[src/rtl/m68k_bus_master.sv]
// m68k_bus_master
// Single-master 68000-style asynchronous bus cycle engine. A request is
// latched in IDLE and driven on the bus through ADDR/ASSERT/WAIT/DATA, then
// completion is reported with a one-cycle DONE pulse in END. The WAIT state
// counts nDTACK-high samples and ends the cycle with a bus error once the
// count reaches TIMEOUT. All bus and status outputs decode from registered
// state (Moore), so strobes release immediately when nRESET falls.

module m68k_bus_master #(
    parameter int TIMEOUT = 16
) (
    input  logic        CLK_68KCLK,
    input  logic        nRESET,

    input  logic        REQ,
    input  logic        RW,
    input  logic [22:0] ADDR,
    input  logic [1:0]  BE,
    input  logic [15:0] WDATA,
    output logic        BUSY,
    output logic        DONE,
    output logic        ERR,
    output logic [15:0] RDATA,

    output logic [22:0] A,
    output logic        BUS_RW,
    output logic        nAS,
    output logic        nUDS,
    output logic        nLDS,
    output logic [15:0] D_OUT,
    output logic        D_OE,
    input  logic [15:0] D_IN,
    input  logic        nDTACK
);

    localparam logic [2:0] ST_IDLE   = 3'd0;
    localparam logic [2:0] ST_ADDR   = 3'd1;
    localparam logic [2:0] ST_ASSERT = 3'd2;
    localparam logic [2:0] ST_WAIT   = 3'd3;
    localparam logic [2:0] ST_DATA   = 3'd4;
    localparam logic [2:0] ST_END    = 3'd5;

    localparam logic [7:0] TIMEOUT_C = 8'(TIMEOUT);

    logic [2:0]  state;
    logic [2:0]  state_nxt;

    logic [22:0] addr_q;
    logic        rw_q;
    logic [1:0]  be_q;
    logic [15:0] wdata_q;
    logic [15:0] rdata_q;
    logic        err_q;
    logic [7:0]  wait_cnt;
    logic [7:0]  wait_cnt_inc;

    logic        req_ok;
    logic        req_bad;
    logic        bus_active;
    logic        wait_expired;

    assign req_ok       = (state == ST_IDLE) && REQ && (BE != 2'b00);
    assign req_bad      = (state == ST_IDLE) && REQ && (BE == 2'b00);
    assign wait_cnt_inc = wait_cnt + 8'd1;
    assign wait_expired = (wait_cnt_inc == TIMEOUT_C);

    // Next-state decode; nDTACK only influences the WAIT transition
    always_comb begin
        state_nxt = state;
        case (state)
            ST_IDLE: begin
                if (req_ok) begin
                    state_nxt = ST_ADDR;
                end else if (req_bad) begin
                    state_nxt = ST_END;
                end
            end
            ST_ADDR:   state_nxt = ST_ASSERT;
            ST_ASSERT: state_nxt = ST_WAIT;
            ST_WAIT: begin
                if (!nDTACK) begin
                    state_nxt = ST_DATA;
                end else if (wait_expired) begin
                    state_nxt = ST_END;
                end
            end
            ST_DATA:   state_nxt = ST_END;
            ST_END:    state_nxt = ST_IDLE;
            default:   state_nxt = ST_IDLE;
        endcase
    end

    // State register; reset aborts any cycle in flight without a DONE pulse
    always_ff @(posedge CLK_68KCLK or negedge nRESET) begin
        if (!nRESET) begin
            state <= ST_IDLE;
        end else begin
            state <= state_nxt;
        end
    end

    // Capture the request on the accepting edge; held through END and beyond
    always_ff @(posedge CLK_68KCLK or negedge nRESET) begin
        if (!nRESET) begin
            addr_q  <= '0;
            rw_q    <= 1'b1;
            be_q    <= 2'b00;
            wdata_q <= '0;
        end else if (req_ok) begin
            addr_q  <= ADDR;
            rw_q    <= RW;
            be_q    <= BE;
            wdata_q <= WDATA;
        end
    end

    // Wait counter: cleared in ASSERT, counts nDTACK-high samples in WAIT
    always_ff @(posedge CLK_68KCLK or negedge nRESET) begin
        if (!nRESET) begin
            wait_cnt <= '0;
        end else if (state == ST_ASSERT) begin
            wait_cnt <= '0;
        end else if ((state == ST_WAIT) && nDTACK) begin
            wait_cnt <= wait_cnt_inc;
        end
    end

    // Completion status: only a path through DATA ends without error
    always_ff @(posedge CLK_68KCLK or negedge nRESET) begin
        if (!nRESET) begin
            err_q <= 1'b0;
        end else if ((state_nxt == ST_END) && (state != ST_END)) begin
            err_q <= (state != ST_DATA);
        end
    end

    // Read data is sampled from the bus as the cycle leaves DATA
    always_ff @(posedge CLK_68KCLK or negedge nRESET) begin
        if (!nRESET) begin
            rdata_q <= '0;
        end else if ((state == ST_DATA) && rw_q) begin
            rdata_q <= D_IN;
        end
    end

    assign bus_active = (state == ST_ASSERT) || (state == ST_WAIT) || (state == ST_DATA);

    assign BUSY   = (state != ST_IDLE);
    assign DONE   = (state == ST_END);
    assign ERR    = (state == ST_END) && err_q;
    assign RDATA  = rdata_q;

    assign A      = addr_q;
    assign BUS_RW = (state == ST_IDLE) ? 1'b1 : rw_q;
    assign nAS    = !bus_active;
    assign nUDS   = !(bus_active && be_q[1]);
    assign nLDS   = !(bus_active && be_q[0]);
    assign D_OUT  = wdata_q;
    assign D_OE   = bus_active && !rw_q;

endmodule
[config.mk]
export PLATFORM = sky130hd
export DESIGN_NAME = m68k_bus_master
export DESIGN_NICKNAME = d
export VERILOG_FILES = /design/src/rtl/m68k_bus_master.sv
export SDC_FILE = /design/constraint.sdc
export NUM_CORES = 1
export LEC_CHECK = 0
export BUFFER_PORTS_ARGS = -buffer_cell sky130_fd_sc_hd__buf_4
export CORE_MARGIN = 10
export CORE_UTILIZATION = 51
export CTS_CLUSTER_DIAMETER = 60
export DETAILED_ROUTE_END_ITERATION = 8
export PLACE_DENSITY = 0.95
export SYNTH_ARGS = -nofsm -noshare
export SYNTH_HDL_FRONTEND = slang
export SYNTH_SLANG_ARGS = --single-unit
[constraint.sdc]
create_clock -name CLK_68KCLK -period 2.5 [get_ports CLK_68KCLK]
set_input_delay 0.125 -clock CLK_68KCLK [delete_from_list [all_inputs] [get_ports CLK_68KCLK]]
set_output_delay 0.125 -clock CLK_68KCLK [all_outputs]
set_load 0.1 [all_outputs]
==> results.ini, run 1 <==
[worst_setup_path]
cp-start-kind = flop
critPathKind = flop to output port
cp.arrival_ps = 1940
critical_path_peak_fanout = 10
crit_path_end_kind = output port
worstPathRequired_ps = 2380

[synth]
yosysSeqAreaShare_pct = 58.5
synth.net_count = 292
synthesis.area_mm2 = 0.00299
netlist_instances = 229
ys_ff_latch = 70
synth_top_area_share_pct = 57.7
synth_common_cells = 69 x dfrtp_1, 55 x mux2_2, 21 x nand2_1, 6 x inv_1, 6 x nor2_1
synth.distinct_cells = 42
yosysTopAreaCell = dfrtp_1
yosys.cell_count.top_type = dfrtp_1
avgSynthCellArea_um2 = 13.1
yosys-top-cells-area = dfrtp_1 58%, mux2_2 21%, nand2_1 2.6%
synth_edf_count = 0
synthFlopType = dfrtp_1
yosys_warnings = 0
synthArstFlopShare_pct = 100

[cells_and_area]
fin_util_pct = 77.0
fillers = 337
n_antenna_cell = 0
drive_above_1_share_pct = 54.4
nets = 433
design_area_mm2 = 0.00432
syn_to_final_growth_pct = 44.3

[global_routing]
grt_max_degree = 71
grt_antenna_before_repair = 0
grt_usage_pct = 19.9
grt_pass1_wl_um = 14700
grt_pass1_vias = 2434
overflow = 0

[route]
num_vias = 2454
drt_wl_total_um = 10100
drt_iter0_drc = 151
viasPerCell = 5.49
firstDrtPassIters = 4
routedWlPerCell_um = 22.6
ant_nets = 0
route.detailed.drc = 0

[die]
io_pins = 125
num_rows = 27
die_h_um = 96.6
fp.dieW_um = 96.6
die_area_mm2 = 0.00934
core-area_mm2 = 0.00561
start_util_pct = 53.4

[cts]
htreeDepth = 3
cts_max_path_buffers = 2
clockRootBuffer = clkbuf_8
clock_latency_ps = 350
cts_resized = 0
cts_buffers = 9
clk_pin_slew_worst_paths_ps = 80
cts_setup_buffers = 0
cts_tree = done
clock-sinks = 70

[timing]
drv_slew = 0
setup_violations = 0
finalHoldViolCount = 0
slew_headroom_pct = 42.7
fmax_mhz = 483
worst_slew_pin_slew_ps = 860
fin_crit_ps = 2070
finClkSkew_ps = 12.4
fin_crit_sh_pct = 82.8
finalSetupTns_ps = 0
rsz0062_at_grt = false

[placed_design]
dp_hpwl_um = 6890
gp_congestion = 0.803
port_buffers = 124
placed_cell_area_mm2 = 0.00398

[worst_hold_path]
holdCritPathClass = input port to flop

[status]
status = complete, no violations

[flow_run]
max-cap-violations = 0

==> placed cells by master, fill, tap and decap left out, types with 2 or more instances in the layout <==
master         synthesis  routed
nand4_1                2       2
nand3_1                5       5
nor3_1                 2       2
o21a_1                 2       2
clkinv_2               0       3
mux2_2                55      55
nor4_1                 2       2
mux2_1                 2       2
buf_4                  4     125
o31ai_1                5       5
inv_1                  6       6
and3_1                 4       4
a22o_1                 3       3
a21oi_1                3       3
nand2_1               21      21
nor2_1                 6       5
o21ai_0                4       4
nor2_2                 2       2
a21o_1                 3       3
nand2b_1               2       2
dfrtp_1               69      69
clkbuf_8               0      10
dlygate4sd3_1          0      17
clkbuf_1               2       2
==> critical path, cell delays in order, from the launching register on <==
cell and delay, ps:
dfrtp_1 620, nand2b_1 340, nand2_1 200, inv_1 80
nor2_2 80, buf_4 290
==> stage by stage <==
step	setup WS, ps	hold slack [ps]	std cells
after floorplan	76.8	-171	229
after global placement	695	289	414
after detailed placement	584	294	414
after CTS	432	0.346	437
after global routing	344	-4.88	447
final	431	18.0	447
==> per-layer routing <==
| layer | wire length, um | part of all wire, % | track usage (%) |
|---|---|---|---|
| met1 | 3980 | 39 | 23.3 |
| met2 | 5220 | 52 | 32.6 |
| met3 | 809 | 8.0 | 7.74 |
| met4 | 97 | 0.96 | 6.31 |
| met5 | 0 | 0 | 0 |
==> layout make-up <==
type	instances	area [um2]	area share [%]
Sequential cell	70	1750	40.6
Multi-Input combinational cell	140	1160	26.8
Timing Repair Buffer	143	1130	26.1
Clock buffer	12	145	3.36
Tap cell	72	90.1	2.09
Clock inverter	4	22.5	0.521
Inverter	6	22.5	0.521
==> flip-flops by register name, indices dropped and copies added (netlist names) <==
register	count
wait_cnt	8
err_q	1
RDATA	16
rw_q	1
D_OUT	16
state	3
A	23
be_q	2
==> path summary, 6_finish.rpt <==
kind | start | to | slack, ps | cells after the start
max in group asynchronous | nRESET | wait_cnt[6]$_DFFE_PN0P_ | 1500 | 2
max reg2reg | state[0]$_DFF_PN0_ | RDATA[13]$_DFFE_PN0P_ | 540 | 4
min in group asynchronous | nRESET | A[2]$_DFFE_PN0P_ | 430 | 2
max | state[1]$_DFF_PN0_ | D_OE | 430 | 5
min | RW | rw_q$_DFFE_PN1P_ | 20 | 2
min reg2reg | be_q[0]$_DFFE_PN0P_ | be_q[0]$_DFFE_PN0P_ | 500 | 1
==> cell families (layout without fill, tap and decap cells) <==
group	Yosys count	count (layout)	synth area share, %
mux	58	58	21.8
buf+inv	19	165	3.38
flops	70	70	58.5
fa+ha+maj	1	1	0.418
xor+xnor	1	1	0.293
compound gates	27	27	6.60
simple gates	53	53	8.98
==> what timing repair did <==
item | CTS | global route
hold buffers | 7 | 10
setup endpoints to repair | 0 | 0
hold endpoints to repair | 75 | 10
Power of run 1 is left out: the tool's default activity adds up to more than one toggle a clock period on the data nets, which glitch-free logic cannot reach.
==> run 2: changes to the inputs <==
Settings changed: CORE_UTILIZATION 51 to 48, PLACE_DENSITY 0.95 to 0.92.
Clock period 2.5 ns to 1.95 ns, I/O delays scaled along.
==> run 2 against run 1 <==
  * Design area increased by 12%
  * Non-clock buffer count increased by 43
  * Global-route usage decreased by 0.46 points
  * Register-to-register slack got worse by 330 ps
  * Worst hold slack improved by 16 ps
  * Sequential share of layout area decreased by 4.5 points
  * First-iteration DRC count decreased by 32%
  * Setup slack got worse by 340 ps
==> results.ini, run 2 (synthesis gave the netlist of run 1 again) <==
[status]
status = complete, no violations

[die]
num_rows = 28  ; +3.7%
start_util_pct = 50.0  ; -3.4 points
io_pins = 125  ; unchanged
fp.dieW_um = 99.0  ; +2.4%
die_h_um = 99.0  ; +2.4%
die_area_mm2 = 0.00980  ; +4.9%
core-area_mm2 = 0.00599  ; +6.8%

[worst_hold_path]
whs_path_depth = 3  ; +1
hold_path_startpoint = BE[1]
holdCritPathClass = input port to flop
whs_endpoint = be_q[1]$_DFFE_PN0P_

[worst_setup_path]
cp-start-kind = flop
worstPathRequired_ps = 1850  ; -530 ps
rrSetupSlack_ps = 210  ; -330 ps
worstReg2RegStart = state[2]$_DFF_PN0_
critPathKind = flop to output port
r2r_end = A[14]$_DFFE_PN0P_
rr_worst_depth = 5  ; +1
critical_path_peak_fanout = 14  ; +4
crit_path_end_kind = output port
cp.arrival_ps = 1760  ; -180 ps

[timing]
fmax_mhz = 537
slew_headroom_pct = 43.9  ; +1.2 points
finalHoldViolCount = 0  ; unchanged
finalSetupTns_ps = 0  ; unchanged
fin_crit_ps = 1860
rsz0062_at_grt = false
fin_crit_sh_pct = 95.4
worst_slew_pin_slew_ps = 842  ; -17.3 ps
finClkSkew_ps = 10.3  ; -2.13 ps
drv_slew = 0  ; unchanged
setup_violations = 0  ; unchanged

[cells_and_area]
fillers = 330  ; -2.1%
fin_util_pct = 81.1  ; +4.0 points
n_antenna_cell = 0  ; unchanged
nets = 476  ; +9.9%
final_common_cell = buf_4
drive_above_1_share_pct = 51.0  ; -3.4 points
layout_common_cells = 127 x buf_4, 69 x dfrtp_1, 57 x dlygate4sd3_1
syn_to_final_growth_pct = 62.2
largest_reg_flops = 23  ; unchanged

[route]
drt_iter0_drc = 102  ; -32%
drt_wl_total_um = 9730  ; -3.7%
routedWlPerCell_um = 19.7  ; -13%
num_vias = 2578  ; +5.1%
route.detailed.drc = 0  ; unchanged
viasPerCell = 5.23  ; -4.7%
firstDrtPassIters = 6  ; +2
ant_nets = 0  ; unchanged

[global_routing]
overflow = 0  ; unchanged
grt_pass1_vias = 2755  ; +13%
grt_usage_pct = 19.4  ; -0.46 points
grt_pass1_wl_um = 15200  ; +3.4%
grt_antenna_before_repair = 0  ; unchanged
grt_max_degree = 71  ; unchanged

[cts]
clk_pin_slew_worst_paths_ps = 80  ; about the same
clock_latency_ps = 340  ; about the same
clock-sinks = 70  ; unchanged
cts_setup_buffers = 0  ; unchanged
clockRootBuffer = clkbuf_8
cts_buffers = 9  ; unchanged
cts_tree = done
htreeDepth = 3  ; unchanged
cts_max_path_buffers = 2  ; unchanged

[placed_design]
gp_congestion = 0.877  ; +9.3%
dp_hpwl_um = 6050  ; -12%
port_buffers = 124  ; unchanged

[flow_run]
max-cap-violations = 0  ; unchanged

-- run 2: worst max-delay path: stages (launching register included) --
cell and delay (ps):
dfrtp_1 410, buf_4 210, nor2_4 140, nand2_1 120
nand2_4 120, clkinvlp_4 110, nor2_4 140, buf_12 180
-- run 2: per-layer routing --
layer / part of all wire, % / GRT usage, % / wire length (um) / vias up
met5: 0 / 0 / 0 / -
li1: - / - / - / 1180
met2: 53 / 34.8 / 5170 / 117
met3: 7.7 / 6.77 / 750 / 13
met1: 38 / 21.2 / 3690 / 1268
met4: 1.2 / 4.85 / 114 / 0
-- run 2: cell type report --
cell class                 count  area, um2  area share, %
clock inverter                 5       81.3           1.67
timing repair buffer         186       1560           32.2
sequential                    70       1750           36.1
clock buffer                  11        151           3.12
multi-input combinational    140       1190           24.4
tap                           75       93.8           1.93
inverter                       6       26.3          0.541
-- run 2: what timing repair did --
action	CTS	global route
hold endpoints to repair	125	0
setup endpoints to repair	1	1
hold buffers	57	0
gates cloned	0	0
resized for setup	1	3
-- run 2: worst max path at each step --
stage                            startpoint            endpoint  slack (ps)  cells past startpoint
floorplan                state[1]$_DFF_PN0_                D_OE         -60                      6
global route             state[0]$_DFF_PN0_                D_OE          10                      7
CTS                      state[0]$_DFF_PN0_                D_OE          10                      7
detailed placement  wait_cnt[0]$_DFFE_PN0P_  state[2]$_DFF_PN0_         240                      6
finish                   state[0]$_DFF_PN0_                D_OE          90                      7
global placement         state[2]$_DFF_PN0_   A[18]$_DFFE_PN0P_         290                      5
-- run 2: per-stage QoR --
step	cell area (um2)	worst slack (ps)	cells	hold WS [ps]
after floorplan	3050	-64.8	229	-198
final	4860	88.7	493	33.9
after global placement	4040	294	420	260
after CTS	4840	10.9	493	23.7
after detailed placement	4040	235	420	268
after global routing	4860	14.8	493	45.5
Power of run 2 is left out for the same reason.
